--- src/rtl/fifo_serial_tx.sv ---
// fifo_serial_tx: pulls words from a FIFO and sends each as start, data LSB first, optional even parity, stop.
// Latency: fifo_ren -> start bit 2 cycles, frame (2+DATA_WIDTH+PARITY_EN)*CLKS_PER_BIT cycles; holds off reads while a frame is on the line.
module fifo_serial_tx #(
    parameter int DATA_WIDTH   = 5,
    parameter int CLKS_PER_BIT = 4,
    parameter bit PARITY_EN    = 1'b0
) (
    input  logic                  clock,
    input  logic                  rst,
    input  logic                  fifo_empty,
    input  logic [DATA_WIDTH-1:0] fifo_dout,
    output logic                  fifo_ren,
    input  logic                  enable,
    output logic                  txd,
    output logic                  busy,
    output logic                  done,
    output logic [7:0]            frame_count
);

    localparam int CNT_W = (CLKS_PER_BIT > 1) ? $clog2(CLKS_PER_BIT) : 1;
    localparam int BIT_W = (DATA_WIDTH > 1) ? $clog2(DATA_WIDTH) : 1;
    localparam logic [CNT_W-1:0] CNT_LAST   = CNT_W'(CLKS_PER_BIT - 1);
    localparam logic [CNT_W-1:0] CNT_PENULT = CNT_W'(CLKS_PER_BIT - 2);
    localparam logic [BIT_W-1:0] BIT_LAST   = BIT_W'(DATA_WIDTH - 1);

    typedef enum logic [2:0] {
        IDLE   = 3'd0,
        FETCH  = 3'd1,
        LOAD   = 3'd2,
        START  = 3'd3,
        DATA   = 3'd4,
        PARITY = 3'd5,
        STOP   = 3'd6
    } state_t;

    state_t                  state;
    logic [DATA_WIDTH-1:0]   shift_reg;
    logic [DATA_WIDTH-1:0]   shift_next;
    logic                    par_bit;
    logic [CNT_W-1:0]        clk_cnt;
    logic [BIT_W-1:0]        bit_cnt;
    logic                    bit_end;

    assign shift_next = shift_reg >> 1;
    assign bit_end    = (clk_cnt == CNT_LAST);

    // Outputs are loaded on the same edge as the state they belong to, so they stay purely registered.
    always_ff @(posedge clock) begin
        if (rst) begin
            state       <= IDLE;
            shift_reg   <= '0;
            par_bit     <= 1'b0;
            clk_cnt     <= '0;
            bit_cnt     <= '0;
            txd         <= 1'b1;
            fifo_ren    <= 1'b0;
            busy        <= 1'b0;
            done        <= 1'b0;
            frame_count <= '0;
        end else begin
            done <= 1'b0;
            case (state)
                IDLE: begin
                    if (enable && !fifo_empty) begin
                        state    <= FETCH;
                        fifo_ren <= 1'b1;
                        busy     <= 1'b1;
                    end
                end
                FETCH: begin
                    state    <= LOAD;
                    fifo_ren <= 1'b0;
                end
                LOAD: begin
                    shift_reg <= fifo_dout;
                    par_bit   <= ^fifo_dout;
                    clk_cnt   <= '0;
                    txd       <= 1'b0;
                    state     <= START;
                end
                START: begin
                    if (bit_end) begin
                        clk_cnt <= '0;
                        bit_cnt <= '0;
                        txd     <= shift_reg[0];
                        state   <= DATA;
                    end else begin
                        clk_cnt <= clk_cnt + CNT_W'(1);
                    end
                end
                DATA: begin
                    if (bit_end) begin
                        clk_cnt   <= '0;
                        shift_reg <= shift_next;
                        if (bit_cnt == BIT_LAST) begin
                            bit_cnt <= '0;
                            if (PARITY_EN) begin
                                txd   <= par_bit;
                                state <= PARITY;
                            end else begin
                                txd   <= 1'b1;
                                state <= STOP;
                            end
                        end else begin
                            bit_cnt <= bit_cnt + BIT_W'(1);
                            txd     <= shift_next[0];
                        end
                    end else begin
                        clk_cnt <= clk_cnt + CNT_W'(1);
                    end
                end
                PARITY: begin
                    if (bit_end) begin
                        clk_cnt <= '0;
                        txd     <= 1'b1;
                        state   <= STOP;
                    end else begin
                        clk_cnt <= clk_cnt + CNT_W'(1);
                    end
                end
                STOP: begin
                    // done must be high during the final stop cycle, so it is set one count early.
                    if (clk_cnt == CNT_PENULT) begin
                        done        <= 1'b1;
                        frame_count <= frame_count + 8'd1;
                    end
                    if (bit_end) begin
                        clk_cnt <= '0;
                        busy    <= 1'b0;
                        state   <= IDLE;
                    end else begin
                        clk_cnt <= clk_cnt + CNT_W'(1);
                    end
                end
                default: begin
                    state    <= IDLE;
                    clk_cnt  <= '0;
                    bit_cnt  <= '0;
                    txd      <= 1'b1;
                    fifo_ren <= 1'b0;
                    busy     <= 1'b0;
                end
            endcase
        end
    end

endmodule

--- config.mk ---
export PLATFORM = sky130hd
export DESIGN_NAME = fifo_serial_tx
export DESIGN_NICKNAME = d
export VERILOG_FILES = /design/src/rtl/fifo_serial_tx.sv
export SDC_FILE = /design/constraint.sdc
export NUM_CORES = 1
export LEC_CHECK = 0
export ABC_AREA = 1
export CAP_MARGIN = 0
export CORE_MARGIN = 1
export CORE_UTILIZATION = 47
export DETAILED_ROUTE_END_ITERATION = 6
export PLACE_DENSITY = 0.77
export SYNTH_ARGS = -nofsm -noshare
export SYNTH_HDL_FRONTEND = slang
export SYNTH_SLANG_ARGS = --single-unit
--- constraint.sdc ---
create_clock -name clock -period 1.3 [get_ports clock]
set_clock_uncertainty 0.2 [all_clocks]
set_input_delay 0.26 -clock clock [delete_from_list [all_inputs] [get_ports clock]]
set_output_delay 0.26 -clock clock [all_outputs]
set_load 0.05 [all_outputs]
==> summary.md, run 1 <==
| Metric | Value |
|---|---|
| CTS Buf Count | 3 |
| Max Slew Vio Count | 0 |
| Status | finished with violations |
| Synthesized area per cell | 7.06 µm² |
| Yosys warns | 0 |
| Min Tclk post-route | 1560 ps |
| TritonRoute pass-1 iters | 4 |
| Layout Nets | 293 |
| HPWL after DPL | 2670 µm |
| Synth Instances | 213 |
| Initial antenna violation count | 0 |
| TritonCTS clock tree | yes |
| Mapped Area | 0.00150 mm² |
| # rows | 20 |
| Clock Path Buffers | 2 |
| Fin crit share | 1.20 |
| Critical Path AT | 1600 ps |
| Worst slew pin tran | 311 ps |
| Crit path launch | state[1] |
| Cell variety after synth | 32 |
| Total GRT Usage | 0.271 |
| Die Width | 58.6 µm |
| Global route overflow | 0 |
| Total number of vias | 1816 |
| CP startpoint kind | flop |
| Die area | 0.00343 mm² |
| Crit end category | flop |
| Skew-Pair Late Insertion Delay | 340 ps |
| Vias in the first global route | 1695 |
| Area grow syn2layout | 68.4% |
| H-tree depth | 1 |
| Yosys reg bits | 25 |
| DRT iter0 DRCs | 121 |
| Hold path depth | 3 |
| Overall Power | 2840 µW |
| Most frequent cells in the layout | 44 x nand2_1, 37 x buf_4, 17 x inv_1, 17 x nand2_2, 14 x nand3_1 |
| Sink Count | 25 |
| Hold buffer count at CTS | 0 |
| Peak VDD IR | 0.878 mV |
| RD Place Congestion | 0.819 |
| Failing checks | setup timing |
| Sequential fraction of the synthesis area | 0.333 |
| Final worst slack | -259 ps |
| Starting Density | 0.493 |
| Total of max-cap violations | 0 |
| Largest net degree at the start of global routing | 14 |
| PortBufs | 20 |
| Root Driver | clkbuf_4 |
| Worst R2R Start | state[1] |
| R2R depth | 6 |
| Drt total wl | 5590 µm |
| Max incr delay on CP | 480 ps |
| Syn nets | 228 |
| PD cells | 1120 mW/mm² |
| First-pass GRT wire length | 7090 µm |
| Reg clk slew, reported paths | 150 ps |
| Unrepaired setup endpoints after global routing | true |
| Max Freq | 0.641 GHz |
| Slowest CP cell | dfxtp_4 |
| Data required time at the worst endpoint | 1340 ps |
| Ports | 21 |
| Crit Path Category | flop to flop |
| Vias/cell | 5.66 |
| Layout cell share with drive strength beyond 1 | 0.556 |
| CP Cell Sequence | inv_2 > nand2_4 > buf_4 > inv_1 > o21ai_1 > a21oi_2 |
| Die height | 58.6 µm |
| Total stage count of the critical path | 6 |
| R2R setup slack | -260 ps |
| Final setup violation count | 36 |
| Hold slack | 277 ps |
| RR Endpoint | clk_cnt[0] |
| Hold/Removal Path Class | primary input to flop |
| Worst Path Buf+Inv | 3 |
| Leak | 0.00108 µW |
| Post-route ant nets | 0 |
| Antenna Cells | 0 |
| Largest delay share family, worst path | flip-flops |
| Max reg flops | 8 |
| Routed wire per std cell | 17.4 µm |
| Crit Path Max Fanout | 7 |
| Commonest non-fill, non-tap cell in the layout | nand2_1 |
| Final hold vios | 0 |
| Total core area | 0.00305 mm² |
| Slew HR | 0.791 |
| Remaining DRCs | 0 |
| Crit path to | clk_cnt[0] |
[logic make-up after synthesis]
logic type	Yosys count	share of synthesized area
xor gates and xnor gates	1	0.00582
and+or+nand+nor	109	0.353
DFF	25	0.333
adders and majority gates	6	0.0499
buffers and inverters	35	0.111
AOI/OAI and AO/OA	37	0.147
[worst min-delay path by stage]
stage,endpoint,startpoint
floorplan,txd,rst
global placement,shift_reg[0],shift_reg[0]
detailed placement,shift_reg[3],shift_reg[3]
CTS,shift_reg[1],shift_reg[1]
global route,shift_reg[2],shift_reg[2]
finish,shift_reg[4],fifo_dout[4]
[final cells by class]
type | count | area [µm²]
Sequential cell | 25 | 557
Fill cell | 178 | 520
Multi-Input combinational cell | 153 | 1060
Timing Repair Buffer | 66 | 699
Inverter | 29 | 133
Tap cell | 44 | 55.1
Clock buffer | 4 | 26.3
[synthesized netlist by cell type (all sizes together)]
| cell | instances | area, µm² |
|---|---|---|
| o21ai | 11 | 70.1 |
| buf | 4 | 45.0 |
| and3 | 1 | 6.26 |
| nor3 | 3 | 20.0 |
| nor2 | 15 | 92.6 |
| a21oi | 23 | 130 |
| nand3 | 19 | 108 |
| a211oi | 1 | 7.51 |
| a31oi | 1 | 6.26 |
| or2 | 1 | 6.26 |
| nand4 | 2 | 12.5 |
| clkinv | 2 | 13.8 |
| xnor2 | 1 | 8.76 |
| clkbuf | 2 | 7.51 |
| nand2 | 68 | 285 |
| ha | 6 | 75.1 |
| o211ai | 1 | 7.51 |
| inv | 27 | 101 |
| dfxtp | 25 | 500 |
[what timing repair did]
item / 4_1_cts / 5_1_grt
setup endpoints to repair: 37 / 37
endpoints found under the hold margin: 0 / 0
buffers inserted: 14 / 5
pin swaps: 13 / 23
resized for setup: 47 / 39
[routing by layer]
layer  up-vias  GRT usage  part of all wire
met1       844      0.313              0.37
met2       112      0.489              0.50
met4         0      0.136             0.059
met5         -          0                 0
met3        40     0.0374             0.071
li1        820          -                 -
[stage by stage]
step	std cells	setup TNS, ps	utilization	worst slack [ps]	cell area, µm²
final	321	-4110	0.830	-259	2530
after global routing	321	-5580	0.830	-319	2530
after CTS	316	-2470	0.774	-145	2360
after detailed placement	302	-5440	0.700	-403	2140
after global placement	302	-4670	0.700	-353	2140
after floorplan	213	-310	-	-36.7	1560
[report_power, final]
group	internal, µW	switching (µW)
Clock	121	266
Sequential	853	171
Combinational	626	802
Total	1600	1240
[worst register-to-register path, delay by kind of cell (launching register included)]
kind / cells / cell delay [ps]
and+or+nand+nor: 1 / 110
DFF: 1 / 480
buffers and inverters: 3 / 300
AOI/OAI and AO/OA: 2 / 360
Power figures use the tool's default switching activity.
==> run 2: changes to the inputs <==
--- a/config.mk
+++ b/config.mk
@@ -8,8 +8,10 @@
 export ABC_AREA = 1
 export CAP_MARGIN = 0
+export CELL_PAD_IN_SITES_DETAIL_PLACEMENT = 1
+export CELL_PAD_IN_SITES_GLOBAL_PLACEMENT = 1
 export CORE_MARGIN = 1
-export CORE_UTILIZATION = 47
+export CORE_UTILIZATION = 35
 export DETAILED_ROUTE_END_ITERATION = 6
-export PLACE_DENSITY = 0.77
+export PLACE_DENSITY = 0.79
 export SYNTH_ARGS = -nofsm -noshare
 export SYNTH_HDL_FRONTEND = slang
--- a/constraint.sdc
+++ b/constraint.sdc
@@ -3,3 +3,3 @@
 set_input_delay 0.26 -clock clock [delete_from_list [all_inputs] [get_ports clock]]
 set_output_delay 0.26 -clock clock [all_outputs]
-set_load 0.05 [all_outputs]
+set_load 0.02 [all_outputs]
==> run 2 against run 1 <==
  * The run still ends with setup timing left
  * Global-route usage fell by 4.3 points
  * Via count is 5.7% lower
  * Routed wire length rose by 9.0%
  * Critical path depth stayed put
  * Cell count grew 1.6%
  * Non-clock buffer count down 1
  * Largest power group unchanged
  * Flip-flop and latch count did not move
  * Fmax is 2.7% lower
  * Cell area down 4.8%
  * Worst setup slack worse by 44 ps
  * Worst hold slack better by 4.0 ps
  * Critical endpoint is now txd
==> summary.md, run 2 (same netlist as run 1, synthesis figures left out) <==
| Metric | Value |
|---|---|
| Crit end category | flop |
| Crit Path Max Fanout | 8 (+1) |
| Commonest non-fill, non-tap cell in the layout | nand2_1 |
| Fin crit share | 1.23 (+0.0337) |
| Max reg flops | 8 (unchanged) |
| Final instance area | 0.00241 mm² (-4.8%) |
| Area grow syn2layout | 60.2% |
| Clk pwr share | 0.172 (+0.036) |
| Switch Pwr | 1240 µW (+0.41%) |
| Initial antenna violation count | 0 (unchanged) |
| Pre-CTS setup slack | -413 ps (-10.4 ps) |
| Vias in the first global route | 1667 (-1.7%) |
| Max Slew Vio Count | 0 (unchanged) |
| HPWL after DPL | 3280 µm (+23%) |
| RD Place Congestion | 0.779 (-4.9%) |
| Slowest CP cell | dfxtp_4 |
| Routed wire per std cell | 18.7 µm (+7.3%) |
| Total core area | 0.00406 mm² (+33%) |
| Sw Ratio | 0.424 (-0.0124) |
| Clock Path Buffers | 2 (unchanged) |
| Data required time at the worst endpoint | 1320 ps (-20 ps) |
| Most frequent cells in the layout | 42 x nand2_1, 37 x buf_4, 18 x nand2_2 |
| Worst slew pin tran | 285 ps (-26.2 ps) |
| DRT iter0 DRCs | 145 (+20%) |
| Overall Power | 2930 µW (+3.4%) |
| Total of max-cap violations | 0 (unchanged) |
| Min Tclk post-route | 1600 ps (+43.8 ps) |
| Comb power frac | 0.472 (-0.031) |
| Layout Nets | 292 (-0.34%) |
| Slew HR | 0.810 (+0.0188) |
| Drt total wl | 6090 µm (+9.0%) |
| First-pass GRT wire length | 7680 µm (+8.4%) |
| Crit Path Category | flop to flop |
| Sequential share of power | 0.356 (-0.005) |
| Post-Place Cell Area | 0.00208 mm² (-2.6%) |
| Remaining DRCs | 0 (unchanged) |
| Status | finished with violations |
| Final setup violation count | 24 (-33%) |
| Critical Path AT | 1620 ps (+20 ps) |
| Final worst slack | -303 ps (-43.8 ps) |
| Largest net degree at the start of global routing | 15 (+1) |
| Starting Density | 0.371 (-0.122) |
| Die height | 67.6 µm (+15%) |
| Sink Count | 25 (unchanged) |
| Ports | 21 (unchanged) |
| Largest delay share family, worst path | flip-flops |
| CTS Buf Count | 3 (unchanged) |
| Skew-Pair Late Insertion Delay | 280 ps (-60 ps) |
| Die Width | 67.6 µm (+15%) |
| Reg clk slew, reported paths | 100 ps (-50 ps) |
| TritonRoute pass-1 iters | 4 (unchanged) |
| Worst Path Buf+Inv | 1 (-2) |
| Hold buffer count at CTS | 0 (unchanged) |
| Vias/cell | 5.25 (-7.1%) |
| Layout cell share with drive strength beyond 1 | 0.583 (+0.0274) |
| PortBufs | 20 (unchanged) |
| # rows | 23 (+15%) |
| Die area | 0.00456 mm² (+33%) |
| Finished Core Util | 0.594 (-0.236) |
| CP startpoint kind | flop |
| TritonCTS clock tree | yes |
| Unrepaired setup endpoints after global routing | true |
| Failing checks | setup timing |
| Peak VDD IR | 0.447 mV (-49%) |
| Final hold vios | 0 (unchanged) |
| Hold/Removal Path Class | flop to flop |
| PD cells | 1220 mW/mm² (+8.6%) |
| Antenna Cells | 0 (unchanged) |
| Total number of vias | 1713 (-5.7%) |
| Max incr delay on CP | 420 ps (-60 ps) |
| Leak | 0.00105 µW (-2.6%) |
| Max Freq | 0.624 GHz (-2.7%) |
| Global route overflow | 0 (unchanged) |
| Cell internal pwr | 1690 µW (+5.6%) |
| H-tree depth | 1 (unchanged) |
| Root Driver | clkbuf_8 |
| Total GRT Usage | 0.228 (-0.0433) |
| Post-route ant nets | 0 (unchanged) |
| CP Cell Sequence | nor2_8 > nand2_4 > buf_6 > a21oi_1 > o21ai_1 > nand3_1 |
## run 2: cell count changes in the layout (fill, tap and decap cells not counted), moves of 4 or more
| cell | before | now |
|---|---|---|
| buf_12 | 12 | 1 |
| buf_2 | 0 | 11 |
| dfxtp_1 | 6 | 14 |
| dfxtp_4 | 13 | 5 |
| nand3_1 | 14 | 10 |
| o21ai_2 | 1 | 5 |
## run 2: worst min-delay path, delay by kind of cell, from the launching register on
kind / cells / cell delay, ps
flops: 1 / 330
simple gates: 1 / 70
compound gates: 1 / 50
## run 2: power groups by stage
stage | Combinational, µW | Sequential, µW | Clock (µW)
after global placement | 1180 | 918 | 0
after detailed placement | 1220 | 922 | 0
after floorplan | 727 | 930 | 0
final | 1390 | 1040 | 505
after CTS | 1150 | 1020 | 489
after global routing | 1470 | 1060 | 545
## run 2: routing by layer
metal / wire (µm) / track usage / share of wire
met5: 0 / 0 / 0
met4: 211 / 0.0824 / 0.035
met3: 162 / 0.0321 / 0.027
met2: 3360 / 0.434 / 0.55
met1: 2360 / 0.251 / 0.39
## run 2: path summary, 6_finish.rpt
path / to / slack [ps] / from / depth (start not counted)
worst max-delay path: txd / -300 / state[1] / 6
worst min-delay path: shift_reg[3] / 280 / shift_reg[3] / 2
worst max register to register: txd / -300 / state[1] / 6
worst min register to register: shift_reg[3] / 280 / shift_reg[3] / 2
## run 2: area by class of cell
class | count | area (µm²)
inverter | 29 | 126
tap | 50 | 62.6
clock inverter | 1 | 5.00
fill | 488 | 1650
timing repair buffer | 65 | 523
clock buffer | 3 | 41.3
sequential | 25 | 527
multi-input combinational | 153 | 1120
## run 2: metrics by stage
stage	instances	TNS (ps)	hold WS (ps)
CTS	320	-2370	259
global placement	315	-5670	258
global route	326	-5100	292
finish	326	-3890	281
floorplan	213	-321	207
detailed placement	315	-6590	269
## run 2: repair_timing
item,in CTS,in global routing
gates resized for setup,83,55
cloned,0,0
endpoints found under the setup margin,37,26
buffers inserted,3,6
pin swaps,13,25
==> run 3: changes to the inputs <==
SKIP_LAST_GASP = 1   (was not set)
==> run 3 against run 2 <==
  * The flow still finishes with violations (setup timing)
  * Global-route usage unchanged
  * Cell count increased by 0.31%
  * Non-clock buffer count increased by 1
  * Combinational power about the same
  * Sequential share of layout area decreased by 0.16 points
  * Flip-flop and latch count unchanged
  * Die area unchanged
  * Core utilization increased by 0.31 points
  * Clock power about the same
  * Via count increased by 0.88%
  * Critical path type unchanged
  * Critical endpoint unchanged
  * Largest cell class unchanged
  * Highest routed layer unchanged
==> summary.md, run 3 (same netlist as run 1, synthesis figures left out) <==
| Metric | Value |
|---|---|
| Status | finished with violations |
| Failing checks | setup timing |
| Routed wire per std cell | 18.7 µm (about the same) |
| Setup TNS Final | -4360 ps (-462 ps) |
| R2R setup slack | -310 ps (about the same) |
| Min Tclk post-route | 1610 ps (+7.66 ps) |
| Total number of vias | 1728 (+0.88%) |
| Leak | 0.00108 µW (+2.6%) |
| Root Driver | clkbuf_8 |
| Max Slew Vio Count | 0 (unchanged) |
| Max Freq | 0.621 GHz (-0.48%) |
| Total GRT Usage | 0.228 (unchanged) |
| Area grow syn2layout | 61.1% |
| Switch Pwr | 1240 µW (-0.68%) |
| Multi-input gate area | 0.00113 mm² (+0.56%) |
| Reg area | 526 µm² (-0.24%) |
| Slew HR | 0.798 (-0.0121) |
| PortBufs | 20 (unchanged) |
| Commonest non-fill, non-tap cell in the layout | nand2_1 |
| Total of max-cap violations | 0 (unchanged) |
| Starting Density | 0.371 (unchanged) |
| Fill cell count | 485 (-0.61%) |
| Largest net degree at the start of global routing | 15 (unchanged) |
| PD cells | 1220 mW/mm² (about the same) |
| Max reg flops | 8 (unchanged) |
| Data required time at the worst endpoint | 1320 ps (about the same) |
| Reg clk slew, reported paths | 100 ps (about the same) |
| RD Place Congestion | 0.779 (unchanged) |
| Critical Path AT | 1640 ps (+20 ps) |
| Clk pwr share | 0.171 (about the same) |
| CTS Buf Count | 3 (unchanged) |
| Sw Ratio | 0.419 (-0.00466) |
| Global route overflow | 0 (unchanged) |
| Crit Path Category | flop to flop |
| Min-delay src | shift_reg[3] |
| Clock Path Buffers | 2 (unchanged) |
| Post-Place Cell Area | 0.00208 mm² (unchanged) |
| Final setup violation count | 24 (unchanged) |
| First-pass GRT wire length | 7680 µm (unchanged) |
| Most frequent cells in the layout | 42 x nand2_1, 38 x buf_4, 17 x inv_1, 17 x nand2_2, 16 x a21oi_2 |
| Unrepaired setup endpoints after global routing | true |
| Pre-CTS setup slack | -413 ps (unchanged) |
| Die height | 67.6 µm (unchanged) |
| Worst R2R Start | state[0] |
| Initial antenna violation count | 0 (unchanged) |
| Crit end category | flop |
| Crit Path Max Fanout | 8 (unchanged) |
| Sequential share of power | 0.355 (about the same) |
| CP startpoint kind | flop |
| Worst slew pin tran | 302 ps (+17.0 ps) |
| Layout cell share with drive strength beyond 1 | 0.588 (+0.00511) |
| Comb power frac | 0.474 (+0.002) |
| H-tree depth | 1 (unchanged) |
| TritonCTS clock tree | yes |
| Overall Power | 2950 µW (+0.43%) |
| Drt total wl | 6110 µm (+0.38%) |
| Post-route ant nets | 0 (unchanged) |
| Cell internal pwr | 1710 µW (+1.2%) |
| Final hold vios | 0 (unchanged) |
| Skew-Pair Late Insertion Delay | 290 ps (about the same) |
| HPWL after DPL | 3280 µm (unchanged) |
| Sink Count | 25 (unchanged) |
| Die Width | 67.6 µm (unchanged) |
| TritonRoute pass-1 iters | 4 (unchanged) |
| Hold slack | 278 ps (-2.93 ps) |
| Peak VDD IR | 0.640 mV (+43%) |
| Layout Nets | 293 (+0.34%) |
| Hold/Removal Path Class | flop to flop |
| DRT iter0 DRCs | 116 (-20%) |
| # rows | 23 (unchanged) |
| Final worst slack | -311 ps (-7.66 ps) |
| Crit path launch | state[0] |
| Vias in the first global route | 1667 (unchanged) |
| Total core area | 0.00406 mm² (unchanged) |
| Antenna Cells | 0 (unchanged) |
| Vias/cell | 5.28 (+0.57%) |
| Die area | 0.00456 mm² (unchanged) |
| Remaining DRCs | 0 (unchanged) |
| Fin crit share | 1.24 (+0.00589) |
| Final instance area | 0.00242 mm² (+0.52%) |
| Ports | 21 (unchanged) |
-- run 3: final timing paths --
kind | to | depth (start not counted)
hold / removal | shift_reg[3] | 2
setup / recovery | txd | 6
setup reg to reg | txd | 6
hold reg to reg | shift_reg[3] | 2
-- run 3: area by class of cell --
cell class / instances / share of cell area
Clock buffer: 3 / 0.0170
Timing Repair Buffer: 66 / 0.219
Sequential cell: 25 / 0.217
Inverter: 29 / 0.0522
Tap cell: 50 / 0.0258
Clock inverter: 1 / 0.00207
Multi-Input combinational cell: 153 / 0.467
-- run 3: worst max-delay path, stage by stage (launching register included) --
cell and delay, ps:
dfxtp_4 490, inv_2 110, nand2_1 190, nand3_2 130, nor2_1 210, o21ai_1 130, nand3_1 80
-- run 3: metal layers --
layer	vias to the layer above	GRT usage	routed length, µm
met5	-	0	0
met4	0	0.0824	399
met3	33	0.0321	221
met2	43	0.434	3170
met1	841	0.251	2320
li1	811	-	-
-- run 3: stage by stage --
stage / cells / utilization
2_1_floorplan: 213 / -
3_3_place_gp: 315 / 0.513
3_5_place_dp: 315 / 0.513
4_1_cts: 320 / 0.534
5_1_grt: 327 / 0.597
6_report: 327 / 0.597
-- run 3: what timing repair did --
item	CTS	global route
pin swaps	13	26
setup endpoints to repair	37	26
hold buffers	0	0
gates resized for setup	79	61
setup buffers	3	7
-- run 3: power groups by stage --
stage | Combinational [µW] | Sequential, µW | Clock, µW
3_5_place_dp | 1220 | 922 | 0
5_1_grt | 1500 | 1050 | 530
2_1_floorplan | 727 | 930 | 0
4_1_cts | 1140 | 1020 | 489
6_report | 1400 | 1050 | 503
3_3_place_gp | 1180 | 918 | 0
